## src/rtl/ca_step_engine.sv

```systemverilog
// One-dimensional cellular automaton stepper: loads a seed and a rule table,
// then advances the cell vector one generation per clock for a set number of generations.
module ca_step_engine #(
  parameter  int WIDTH = 8,
  parameter  int NBR   = 3,
  localparam int RW    = 2 ** NBR
) (
  input  logic             clk,
  input  logic             reset,
  input  logic             load,
  input  logic [WIDTH-1:0] seed,
  input  logic [RW-1:0]    rule,
  input  logic             wrap,
  input  logic [7:0]       gens,
  input  logic             start,
  input  logic             abort,
  output logic [WIDTH-1:0] cells,
  output logic [7:0]       gen_cnt,
  output logic             busy,
  output logic             done
);

  typedef enum logic [1:0] {
    S_IDLE,
    S_RUN,
    S_DONE
  } state_t;

  state_t           r_state;
  state_t           w_next_state;
  logic [WIDTH-1:0] r_cells;
  logic [RW-1:0]    r_rule;
  logic [7:0]       r_gens;
  logic             r_wrap;
  logic [7:0]       r_gen_cnt;
  logic [7:0]       w_cnt_inc;
  logic [WIDTH-1:0] w_next_cells;

  assign w_cnt_inc = r_gen_cnt + 8'd1;

  // Per-cell neighbourhood lookup; edge neighbours read 0 unless wrapping.
  for (genvar gi = 0; gi < WIDTH; gi++) begin : g_cell
    logic w_left;
    if (gi == WIDTH - 1) begin : g_left_edge
      assign w_left = r_wrap & r_cells[0];
    end else begin : g_left_inner
      assign w_left = r_cells[gi+1];
    end

    if (NBR == 2) begin : g_nbr2
      assign w_next_cells[gi] = r_rule[{w_left, r_cells[gi]}];
    end else begin : g_nbr3
      logic w_right;
      if (gi == 0) begin : g_right_edge
        assign w_right = r_wrap & r_cells[WIDTH-1];
      end else begin : g_right_inner
        assign w_right = r_cells[gi-1];
      end
      assign w_next_cells[gi] = r_rule[{w_left, r_cells[gi], w_right}];
    end
  end

  // NOTE: sequential state uses non-blocking assignments so every register
  // samples pre-edge values, independent of block ordering.
  always_ff @(posedge clk or posedge reset) begin
    if (reset) begin
      r_state <= S_IDLE;
    end else begin
      r_state <= w_next_state;
    end
  end

  // NOTE: the default assignment first keeps every path assigned, so no latch is inferred.
  always_comb begin
    w_next_state = r_state;
    case (r_state)
      S_IDLE: begin
        if (start) begin
          w_next_state = (gens != 8'd0) ? S_RUN : S_DONE;
        end
      end
      S_RUN: begin
        if (abort || (w_cnt_inc == r_gens)) begin
          w_next_state = S_DONE;
        end
      end
      S_DONE:  w_next_state = S_IDLE;
      default: w_next_state = S_IDLE;
    endcase
  end

  always_ff @(posedge clk or posedge reset) begin
    if (reset) begin
      r_cells   <= '0;
      r_rule    <= '0;
      r_gens    <= '0;
      r_wrap    <= 1'b0;
      r_gen_cnt <= '0;
    end else begin
      case (r_state)
        S_IDLE: begin
          if (load) begin
            r_cells <= seed;
            r_rule  <= rule;
          end
          if (start) begin
            r_gens    <= gens;
            r_wrap    <= wrap;
            r_gen_cnt <= '0;
          end
        end
        S_RUN: begin
          // An aborting edge leaves the last completed generation in place.
          if (!abort) begin
            r_cells   <= w_next_cells;
            r_gen_cnt <= w_cnt_inc;
          end
        end
        default: ;
      endcase
    end
  end

  assign cells   = r_cells;
  assign gen_cnt = r_gen_cnt;
  assign busy    = (r_state == S_RUN);
  assign done    = (r_state == S_DONE);

endmodule
```

## config.mk

```make
export PLATFORM = sky130hd
export DESIGN_NAME = ca_step_engine
export DESIGN_NICKNAME = d
export VERILOG_FILES = /design/src/rtl/ca_step_engine.sv
export SDC_FILE = /design/constraint.sdc
export NUM_CORES = 1
export LEC_CHECK = 0
export CAP_MARGIN = 20
export CORE_MARGIN = 2
export CORE_UTILIZATION = 51
export DETAILED_ROUTE_END_ITERATION = 10
export GPL_TIMING_DRIVEN = 0
export MAX_ROUTING_LAYER = met4
export PLACE_DENSITY_LB_ADDON = 0.08
export SLEW_MARGIN = 20
export SYNTH_ARGS = -nofsm -noshare
export SYNTH_HDL_FRONTEND = slang
export SYNTH_SLANG_ARGS = --single-unit
```

## constraint.sdc

```tcl
create_clock -name clk -period 1.95 [get_ports clk]
set_input_delay 0.195 -clock clk [delete_from_list [all_inputs] [get_ports clk]]
set_output_delay 0.195 -clock clk [all_outputs]
set_load 0.1 [all_outputs]
```

# Yosys cells after proc, flatten, opt, wreduce, memory -nomap -nowiden
# Cells that the tools add are included.
totals:
  ff_bits: 35
  inputBits: 30
  output_inout_bits: 18
  elab_cells: 59
op_classes:
  addsub: 1
  order_cmp: 8
  n_eq_ne: 7
  mux: 26
  bitwise_logic: 2
  n_reduce_logical: 9
op_table:
  columns: ["cell", "count"]
  rows:
  - ["3-bit by 4-bit less-than comparator with 1-bit output, second input constant", 8]
  - ["8-bit 2-to-1 mux", 4]
  - ["8-bit one-hot mux with 2 select lines", 2]
  - ["1-bit binary-select mux with 3-bit select", 8]
  - ["8-bit by 1-bit adder with 8-bit output, second input constant", 1]
  - ["8-bit equality test", 1]
  - ["1-bit 2-to-1 mux", 8]
  - ["8-bit nonzero test", 1]
  - ["2-bit 2-to-1 mux", 3]
  - ["2-bit != test, second input constant", 3]
  - ["2-bit AND reduction", 3]
  - ["3-bit AND reduction", 2]
  - ["2-bit one-hot mux with 2 select lines", 1]
  - ["1-bit bitwise AND", 2]
  - ["2-bit by 1-bit equality test with 1-bit output, second input constant", 1]
  - ["2-bit equality test, second input constant", 1]
  - ["2-bit logical NOT", 1]
  - ["2-bit by 1-bit != test with 1-bit output, second input constant", 1]
  - ["2-bit nonzero test", 1]
  - ["1-bit logical OR", 1]

# Longest topological paths before layout
# Gate-level depths: netlist (run 1).
depth:
  ltp_word: 5
  depth_mapped: 7
  depth_no_buf: 6

# Worst setup path after synthesis (run 1)
# No wires, ideal clock.
synth_path:
  path_kind: "register -> register"
  from: "reg r_gen_cnt[0], in the netlist gen_cnt[0]"
  to: "reg r_state[0]"
  setup_ps: 124
  arrival_ps: 2252
  t_required_ps: 1826
  path_slack_ps: -426
  path_stages_with_launch: 8
  period_less_slack_ps: 2376
  cell_sequence: "dfrtp_1 -> ha_1 -> buf_2 -> and3_1 -> o311ai_1 -> nor4_2 -> a21oi_1 -> a211o_1"
synth_between:
  elab_chain_len: 5
synth_rtl:
  columns: ["element", "line", "source"]
  rows:
  - ["start, declared", "35", "logic [7:0] r_gen_cnt;"]
  - ["start signal, assigned", "116", "r_gen_cnt <= w_cnt_inc;"]
  - ["8-bit by 1-bit adder with 8-bit output", "39", "assign w_cnt_inc = r_gen_cnt + 8'd1;"]
  - ["8-bit equality test", "83", "if (abort || (w_cnt_inc == r_gens)) begin"]
  - ["1-bit logical OR", "83", null]
  - ["2-bit by 1-bit != test with 1-bit output (no line)", null, null]
  - ["2-bit AND reduction (no line)", null, null]
  - ["end signal, assigned", "69", "r_state <= w_next_state;"]
  - ["end, declared", "29", "state_t r_state;"]
# Every way passes these cells.
# A chain may end at the register's enable or synchronous reset.

# Worst setup path after layout (run 1)
layout_path:
  from: "reg r_gen_cnt[6], in the netlist gen_cnt[6]"
  to: "out gen_cnt[6]"
layout_lines:
  columns: ["element", "line", "source"]
  rows:
  - ["end, declared", "18", "output logic [7:0] gen_cnt,"]
# No word-level cell between the ends.

==> results of run 1 <==
-- flip-flops by register name, summed over array words and instances (netlist names) --
signal,flops
r_gens,8
cells,8
r_rule,8
r_state,2
r_wrap,1
gen_cnt,8
-- worst register-to-register path, cell delays in order (launching register included) --
cell	delay, ns
dfrtp_4	0.49
ha_1	0.19
buf_2	0.17
xnor2_2	0.15
xnor2_1	0.14
nor4_2	0.22
a21oi_1	0.12
a211o_1	0.27
-- cell usage after synthesis (7+ instances only) --
cell type,n,area [µm²]
dfrtp_1,35,876
nand2_1,17,63.8
mux4_2,16,360
mux2_1,15,169
nor2_1,13,48.8
a21oi_1,12,60.1
o21ai_1,12,60.1
buf_2,8,40.0
inv_1,7,26.3
-- cells in the final DEF, fill, tap and decap left out, types with 4 or more instances in the layout --
master,count
buf_2,8
nor2_1,13
dfrtp_1,21
inv_1,6
xnor2_1,4
nand2_1,17
clkdlybuf4s50_1,29
nor3_1,4
o22ai_1,4
mux4_2,16
clkbuf_1,6
dlygate4sd2_1,16
mux2_1,15
a21oi_1,12
o21ai_0,4
o21ai_1,12
dfrtp_2,12
nand2b_1,5
clkbuf_8,5
a31oi_1,4
and3_1,4
-- final cells by class --
type / instances / share of cell area
buffer: 16 / 0.0299
clock buffer: 7 / 0.0260
clock inverter: 1 / 0.00171
inverter: 8 / 0.0102
multi-input combinational: 155 / 0.446
sequential: 35 / 0.306
tap: 52 / 0.0222
timing repair buffer: 49 / 0.157
-- power groups by stage --
stage / logic, mW / clock network (mW) / registers [mW]
finish: 3.18 / 0.507 / 1.44
global route: 3.42 / 0.550 / 1.50
CTS: 3.14 / 0.521 / 1.44
detailed placement: 3.21 / 0 / 1.46
global placement: 3.18 / 0 / 1.43
floorplan: 1.87 / 0 / 2.11
-- timing repair --
item                       in CTS  in global routing
pin swaps                       0                  2
setup endpoints to repair      19                  7
hold endpoints to repair        0                  0
setup buffers                   0                  2
gates resized for setup        21                  6
-- layer usage --
metal	part of all wire	global-route usage	wire length, µm
met5	0	-	0
met2	0.54	0.408	2700
met3	0.036	0.0385	183
met4	0.0048	0.0566	24
met1	0.42	0.239	2130
-- stage by stage --
stage	std cells	hold WS, ns	area [µm²]
5_1_grt	323	0.474	2930
3_3_place_gp	313	0.496	2830
2_1_floorplan	214	0.317	2300
4_1_cts	321	0.392	2900
3_5_place_dp	313	0.500	2830
6_report	323	0.363	2930
-- worst min-delay path by stage --
stage | to | startpoint
CTS | gen_cnt[6]$_DFFE_PP0P_ | reset
detailed placement | gen_cnt[7]$_DFFE_PP0P_ | gen_cnt[7]$_DFFE_PP0P_
global route | r_rule[6]$_DFFE_PP0P_ | reset
floorplan | r_gens[4]$_DFFE_PP0P_ | gens[4]
global placement | r_gens[1]$_DFFE_PP0P_ | r_gens[1]$_DFFE_PP0P_
finish | gen_cnt[0]$_DFFE_PP0P_ | reset
-- cell families after synthesis --
logic type,share of synthesized area
compound gates,0.135
xor+xnor,0.0308
fa+ha+maj,0.00551
buf+inv,0.0512
flops,0.385
mux,0.237
simple gates,0.154
==> summary.md, run 1 <==
| Metric | Value |
|---|---|
| Outcome | finished clean |
| Clock share of power | 0.099 |
| Mapped Cells | 214 |
| Vias per cell | 5.77 |
| DR WL/cell | 15.6 µm |
| P&R area growth vs syn | 29.1% |
| Asr flop ratio synth | 1.00 |
| Pint | 2.59 mW |
| Routed vias | 1863 |
| GP Congestion | 0.881 |
| Worst skew pair latency | 0.28 ns |
| Antenna Violating Nets Remaining | 0 |
| Worst setup SP type | register |
| Cells along the critical path | dlygate4sd2_1 |
| Register Area | 898 µm² |
| Max Clk Rate | 533 MHz |
| Flop pwr share | 0.280 |
| IO Count | 48 |
| Area occupied by multi-input gates | 1310 µm² |
| Max-cap viol count | 0 |
| Fin worst setup slack | 0.0755 ns |
| # hold bufs at CTS | 0 |
| CTS Sinks | 35 |
| CTS H-tree depth | 2 |
| N_diodes | 0 |
| Sequential area share after synthesis | 0.385 |
| First-pass GRT wire length | 8580 µm |
| Pin count of the biggest net entering global routing | 36 |
| Worst-path clk slew | 0.07 ns |
| Final hold vios | 0 |
| Slowest stage cell, crit path | dlygate4sd2_1 |
| Worst path max stage delay | 0.90 ns |
| Count of final max-slew check failures | 0 |
| Gr ovfl total | 0 |
| Clk_skew | 0.00358 ns |
| Site Rows | 24 |
| Die Ht | 70.7 µm |
| Vias in the first global route | 1867 |
| Gate power share | 0.621 |
| Initial core utilization | 0.525 |
| Distinct cells, synth | 46 |
| Syn. warnings | 0 |
| Reg-to-reg critical path startpoint | gen_cnt[0]$_DFFE_PP0P_ |
| R2R cell count | 7 |
| Fin util | 0.679 |
| Ys flop type | dfrtp_1 |
| Worst setup path startpoint | gen_cnt[6]$_DFFE_PP0P_ |
| Switching pwr | 2.53 mW |
| Fraction of layout instances using a drive strength above 1 | 0.258 |
| Post-Syn Area | 2270 µm² |
| Pre-CTS setup slack | -0.121 ns |
| Slew headroom | 0.364 |
| Drt total wl | 5040 µm |
| Setup tns final | 0 ns |
| Clock Path Buffers | 2 |
| Leakage | 1.21 nW |
| IR drop worst, VDD | 926 µV |
| Instance count on the critical path | 1 |
| Drc violations | 0 |
| R2R Setup Slk | 0.08 ns |
| Number of synthesized flops with an enable pin | 0 |
| Setup violations, final | 0 |
| Tcrit/Tclk final | 0.961 |
| Post-detail-place hpwl | 3690 µm |
| Die width | 70.7 µm |
| Worst Path Max Fanout | 8 |
| Critical Path End | gen_cnt[6] |
| Final Total Pwr | 5.12 mW |
| Core box area | 4320 µm² |
| Cell area power density | 1750 nW/µm² |
| Syn avg cell area | 10.6 µm² |
| WP buf/inv | 1 |
| Iter 0 DRT Violations | 111 |
| Initial antenna violation count | 0 |
| CTS Buf Count | 5 |
| Clock tree from TritonCTS | done |
| Pre-Repair DR Iteration Count | 5 |
| IO buf count | 47 |
| Nets | 301 |
| GRT Util Overall | 0.219 |
| #FFs+latches synth | 35 |
| Setup CP Type | reg -> out |
| Layout fillers | 361 |
| CP arrival | 1.68 ns |
| Hold Path Class | in -> async |
| CP required | 1.75 ns |
| R2r endpoint | r_state[0]$_DFFE_PP0P_ |
| Worst slew pin tran | 0.958 ns |
| Delay-heaviest family, CP | buffers and inverters |
| Critical path endpoint category | output port |
| Switching share of power | 0.493 |
| Syn Nets | 245 |
| Die area | 5000 µm² |
| Root buffer cell | clkbuf_8 |
| Shortest period the worst path allows | 1.87 ns |
Note: power is estimated with default switching activity, not from simulation.
==> run 2, diff against run 1 <==
Settings changed: CORE_UTILIZATION 51 to 50, CTS_CLUSTER_DIAMETER set to 120.
Clock period 1.95 ns to 1.8 ns, I/O delays scaled along.
==> run 2 against run 1 <==
Net effect: clock power up 70%; the flow now finishes with violations (negative setup slack); combinational power up 12%; largest cell class unchanged; critical path depth up 5.
==> summary.md, run 2 (same netlist as run 1, synthesis figures left out) <==
| Metric | Value |
|---|---|
| Worst Path Max Fanout | 6 |
| Layout fillers | 331 |
| Antenna Violating Nets Remaining | 0 |
| Hold Path Class | in -> async |
| Pin count of the biggest net entering global routing | 36 |
| # hold bufs at CTS | 0 |
| Nets | 303 |
| Root buffer cell | clkbuf_8 |
| Core box area | 4350 µm² |
| Post-detail-place hpwl | 3860 µm |
| DR WL/cell | 16.1 µm |
| RSZ-0062 raised after global routing | true |
| Pre-Repair DR Iteration Count | 4 |
| GP Congestion | 0.843 |
| R2R cell count | 6 |
| Worst setup SP type | register |
| IO Count | 48 |
| Fin util | 0.705 |
| Switching share of power | 0.469 |
| Met3 Track Usage GR | 0.0436 |
| Die area | 5100 µm² |
| Initial antenna violation count | 0 |
| Shortest period the worst path allows | 1.81 ns |
| Fraction of layout instances using a drive strength above 1 | 0.311 |
| Die Ht | 71.4 µm |
| P&R area growth vs syn | 35.2% |
| Count of final max-slew check failures | 0 |
| CTS Sinks | 35 |
| Clock Path Buffers | 2 |
| CTS Buf Count | 5 |
| Most common cell after layout, fill and taps aside | clkdlybuf4s50_1 |
| Critical path endpoint category | register |
| Drt total wl | 5220 µm |
| CTS H-tree depth | 2 |
| Reg-to-reg critical path startpoint | gen_cnt[0]$_DFFE_PP0P_ |
| Clock tree from TritonCTS | done |
| Failing checks | negative setup slack |
| Routed vias | 1907 |
| R2R Setup Slk | -0.009 ns |
| Final hold vios | 0 |
| N_diodes | 0 |
| Site Rows | 24 |
| Cell area power density | 1970 nW/µm² |
| Max Clk Rate | 553 MHz |
| Iter 0 DRT Violations | 109 |
| Outcome | complete, but fails checks |
| CP arrival | 1.98 ns |
| Worst skew pair latency | 0.29 ns |
| Clk_skew | 0.00464 ns |
| Initial core utilization | 0.522 |
| Vias in the first global route | 1920 |
| Leakage | 1.23 nW |
| Gr ovfl total | 0 |
| Setup violations, final | 1 |
| IR drop worst, VDD | 1150 µV |
| First-pass GRT wire length | 8910 µm |
| Die width | 71.4 µm |
| Commonest non-fill, non-tap cells in the layout | clkdlybuf4s50_1 (29), dfrtp_1 (19), nand2_1 (17), mux4_2 (16), mux2_1 (15) |
| Worst slew pin tran | 0.958 ns |
| Vias per cell | 5.87 |
| Slew headroom | 0.364 |
| IO buf count | 47 |
| Top Usage Layer GRT | met2 |
| Max-cap viol count | 0 |
| R2r endpoint | r_state[0]$_DFFE_PP0P_ |
| Pint | 3.21 mW |
| GR Util met2 | 0.398 |
| Fin worst setup slack | -0.00890 ns |
| Gate power share | 0.590 |
| Setup CP Type | reg -> reg |
| Final Total Pwr | 6.04 mW |
| Tcrit/Tclk final | 1.00 |
| CP required | 1.97 ns |
| Drc violations | 0 |
| Clock share of power | 0.142 |
| Worst-path clk slew | 0.08 ns |
| Flop pwr share | 0.268 |
| Switching pwr | 2.84 mW |
| GRT Util Overall | 0.225 |
| Met1 usage | 0.259 |
==> run 2: cell count changes in the layout (fill, tap and decap cells not counted), sizes merged <==
cell,previous run,this run
clkdlybuf4s15,1,2
bufinv,0,2
buf,12,15
dlygate4sd2,16,11
clkinv,1,0
clkbuf,14,15
clkinvlp,0,1
==> run 2: metal layers <==
metal | wire [µm] | vias to the layer above | part of all wire
met5 | 0 | - | 0
met4 | 68 | 0 | 0.013
met2 | 2830 | 48 | 0.54
met3 | 194 | 9 | 0.037
li1 | - | 908 | -
met1 | 2120 | 942 | 0.41
==> run 2: per-stage QoR <==
| step | cells | setup slack, ns | TNS, ns | hold slack [ns] | area, µm² |
|---|---|---|---|---|---|
| 2_1_floorplan | 214 | -0.0997 | -0.149 | 0.302 | 2380 |
| 3_3_place_gp | 313 | -0.263 | -5.36 | 0.496 | 2920 |
| 3_5_place_dp | 313 | -0.272 | -2.61 | 0.496 | 2920 |
| 4_1_cts | 325 | -0.0257 | -0.0257 | 0.372 | 3080 |
| 5_1_grt | 325 | -0.0322 | -0.0498 | 0.425 | 3070 |
| 6_report | 325 | -0.00890 | -0.00890 | 0.342 | 3070 |
==> run 2: how the worst max path moves through the flow <==
stage	start	end	slack, ns	depth (start not counted)
CTS	r_state[1]$_DFFE_PP0P_	busy	-0.03	3
global route	gen_cnt[2]$_DFFE_PP0P_	r_state[0]$_DFFE_PP0P_	-0.03	7
global placement	r_state[1]$_DFFE_PP0P_	busy	-0.26	3
detailed placement	r_state[1]$_DFFE_PP0P_	busy	-0.27	3
floorplan	gen_cnt[0]$_DFFE_PP0P_	r_state[0]$_DFFE_PP0P_	-0.1	7
finish	gen_cnt[0]$_DFFE_PP0P_	r_state[0]$_DFFE_PP0P_	-0.009	6
==> run 2: power by group through the flow <==
stage	clock, mW	sequential (mW)	combinational (mW)
2_1_floorplan	0	2.35	2.11
3_3_place_gp	0	1.62	3.54
3_5_place_dp	0	1.64	3.59
4_1_cts	0.872	1.62	3.56
5_1_grt	0.910	1.68	3.80
6_report	0.861	1.62	3.56
==> run 2: repair_timing <==
action	4_1_cts	5_1_grt
setup buffers	5	0
pin swaps	6	1
hold endpoints to repair	0	0
endpoints found under the setup margin	25	15
resized for setup	27	12
==> run 2: critical path, cell delays in order, from the launching register on <==
cell      delay, ns
dfrtp_4        0.52
ha_4           0.26
xnor2_1        0.19
o311ai_2       0.15
nor4_2         0.20
a21oi_1        0.13
a211o_1        0.23
==> run 2: cell type report <==
type | instances | area, µm² | area share
buffer | 15 | 105 | 0.0342
clock buffer | 5 | 68.8 | 0.0224
clock inverter | 3 | 67.6 | 0.0220
inverter | 8 | 30.0 | 0.00978
multi-input combinational | 155 | 1340 | 0.437
sequential | 35 | 923 | 0.301
tap | 52 | 65.1 | 0.0212
timing repair buffer | 52 | 470 | 0.153
==> run 3, diff against run 2 <==
Settings changed: SETUP_SLACK_MARGIN set to 0.02, SLEW_MARGIN 20 to unset.
==> run 3 against run 2 <==
Net effect: sequential cell count unchanged; total power decreased by 4.3%; critical path type unchanged; hold slack got worse by 0.077 ns; maximum frequency increased by 3.5%; the run now ends clean; global-route usage increased by 0.92 points; clock power decreased by 35%; sequential share of layout area increased by 0.25 points.
==> summary.md, run 3 (same netlist as run 1, synthesis figures left out) <==
| Metric | Value |
|---|---|
| Outcome | finished clean |
| Clock share of power | 0.097 |
| Most common cell after layout, fill and taps aside | clkdlybuf4s50_1 |
| WP buf/inv | 2 |
| Flop pwr share | 0.279 |
| Drc violations | 0 |
| Fraction of layout instances using a drive strength above 1 | 0.311 |
| N_diodes | 0 |
| Switching pwr | 2.83 mW |
| Antenna Violating Nets Remaining | 0 |
| Critical path endpoint category | register |
| Clock Path Buffers | 2 |
| Setup violations, final | 0 |
| # hold bufs at CTS | 0 |
| IR drop worst, VDD | 1040 µV |
| CP required | 1.98 ns |
| Count of final max-slew check failures | 0 |
| First-pass GRT wire length | 9230 µm |
| Setup CP Type | reg -> reg |
| CTS Sinks | 35 |
| GP Congestion | 0.834 |
| Worst path max stage delay | 0.48 ns |
| Slowest stage cell, crit path | dfrtp_4 |
| IO Count | 48 |
| DR WL/cell | 16.3 µm |
| Site Rows | 24 |
| P&R area growth vs syn | 34.1% |
| Worst-path clk slew | 0.07 ns |
| Tcrit/Tclk final | 0.971 |
| Leakage | 1.24 nW |
| Drt total wl | 5290 µm |
| Worst slew pin tran | 0.959 ns |
| Final hold vios | 0 |
| Cells along the critical path | buf_8, and3_4, buf_6, a221o_1, o311ai_2, nor2_2, a211o_1 |
| IO buf count | 47 |
| Hold Path Class | in -> async |
| R2r endpoint | r_state[0]$_DFFE_PP0P_ |
| Post-detail-place hpwl | 3920 µm |
| CTS H-tree depth | 2 |
| Initial antenna violation count | 0 |
| Routed vias | 1870 |
| Nets | 303 |
| Die area | 5100 µm² |
| Gr ovfl total | 0 |
| Worst setup SP type | register |
| Setup tns final | 0 ns |
| Final Total Pwr | 5.79 mW |
| Shortest period the worst path allows | 1.75 ns |
| Iter 0 DRT Violations | 132 |
| Die width | 71.4 µm |
| Slew headroom | 0.363 |
| Cell area power density | 1900 nW/µm² |
| Pre-Repair DR Iteration Count | 5 |
| Max-cap viol count | 0 |
| Clk_skew | 0.00381 ns |
| Initial core utilization | 0.522 |
| Worst skew pair latency | 0.29 ns |
| R2R Setup Slk | 0.05 ns |
| Max Clk Rate | 572 MHz |
| Pint | 2.96 mW |
| Clock tree from TritonCTS | done |
| CP arrival | 1.92 ns |
| Root buffer cell | clkbuf_8 |
| Die Ht | 71.4 µm |
| GRT Util Overall | 0.235 |
| Gate power share | 0.624 |
| Worst Path Max Fanout | 6 |
| Vias in the first global route | 1939 |
| Reg-to-reg critical path startpoint | gen_cnt[2]$_DFFE_PP0P_ |
| Delay-heaviest family, CP | compound AO/OA/AOI/OAI gates |
| Commonest non-fill, non-tap cells in the layout | clkdlybuf4s50_1 (29), dfrtp_1 (19), nand2_1 (17), mux4_2 (16), mux2_1 (15) |
| CTS Buf Count | 5 |
| R2R cell count | 7 |
| Pin count of the biggest net entering global routing | 24 |
| Layout fillers | 341 |
| Vias per cell | 5.75 |
| Hold WS | 0.265 ns |
| Core box area | 4350 µm² |
| RSZ-0062 raised after global routing | true |
| Switching share of power | 0.488 |
## run 3: metal layers
metal	share of wire	global-route usage	vias up
li1	-	-	907
met2	0.52	0.403	44
met1	0.43	0.282	908
met5	0	-	-
met4	0.015	0.0755	0
met3	0.036	0.0394	11
## run 3: final cells by class
class | instances | area, µm² | area share
inverters | 8 | 30.0 | 0.00986
multi-input cells | 155 | 1340 | 0.439
well taps | 52 | 65.1 | 0.0214
clock buffers | 7 | 76.3 | 0.0251
plain buffers | 16 | 125 | 0.0411
clock inverters | 1 | 5.00 | 0.00164
repair buffers | 51 | 484 | 0.159
flip-flops and latches | 35 | 923 | 0.303
## run 3: metrics by stage
| stage | worst slack (ns) | std cells | utilization | area [µm²] |
|---|---|---|---|---|
| floorplan | -0.0997 | 214 | - | 2380 |
| global placement | -0.261 | 313 | 0.670 | 2920 |
| detailed placement | -0.271 | 314 | 0.677 | 2950 |
| CTS | 0.0250 | 324 | 0.698 | 3040 |
| global route | -0.0202 | 325 | 0.700 | 3050 |
| finish | 0.0516 | 325 | 0.700 | 3050 |
## run 3: what timing repair did
item,in CTS,in global routing
buffers inserted,2,1
resized for setup,32,13
endpoints found under the setup margin,25,15
hold endpoints to repair,0,0
pin swaps,3,0
## run 3: worst max path at each step
| stage | depth (start not counted) | to | slack [ns] | from |
|---|---|---|---|---|
| global route | 7 | r_state[1]$_DFFE_PP0P_ | -0.02 | gen_cnt[1]$_DFFE_PP0P_ |
| detailed placement | 3 | busy | -0.27 | r_state[1]$_DFFE_PP0P_ |
| global placement | 3 | busy | -0.26 | r_state[1]$_DFFE_PP0P_ |
| finish | 7 | r_state[0]$_DFFE_PP0P_ | 0.05 | gen_cnt[2]$_DFFE_PP0P_ |
| floorplan | 7 | r_state[0]$_DFFE_PP0P_ | -0.1 | gen_cnt[0]$_DFFE_PP0P_ |
| CTS | 1 | gen_cnt[6] | 0.03 | gen_cnt[6]$_DFFE_PP0P_ |
## run 3: worst register-to-register path, stage by stage (launching register included)
cell	delay (ns)
dfrtp_4	0.48
buf_8	0.13
and3_4	0.16
buf_6	0.12
a221o_1	0.32
o311ai_2	0.08
nor2_2	0.07
a211o_1	0.28
## run 3: power by group through the flow
stage / clock (mW) / sequential (mW) / combinational [mW]
finish: 0.563 / 1.62 / 3.61
global placement: 0 / 1.61 / 3.55
floorplan: 0 / 2.35 / 2.11
global route: 0.608 / 1.67 / 3.87
detailed placement: 0 / 1.64 / 3.62
CTS: 0.571 / 1.61 / 3.61
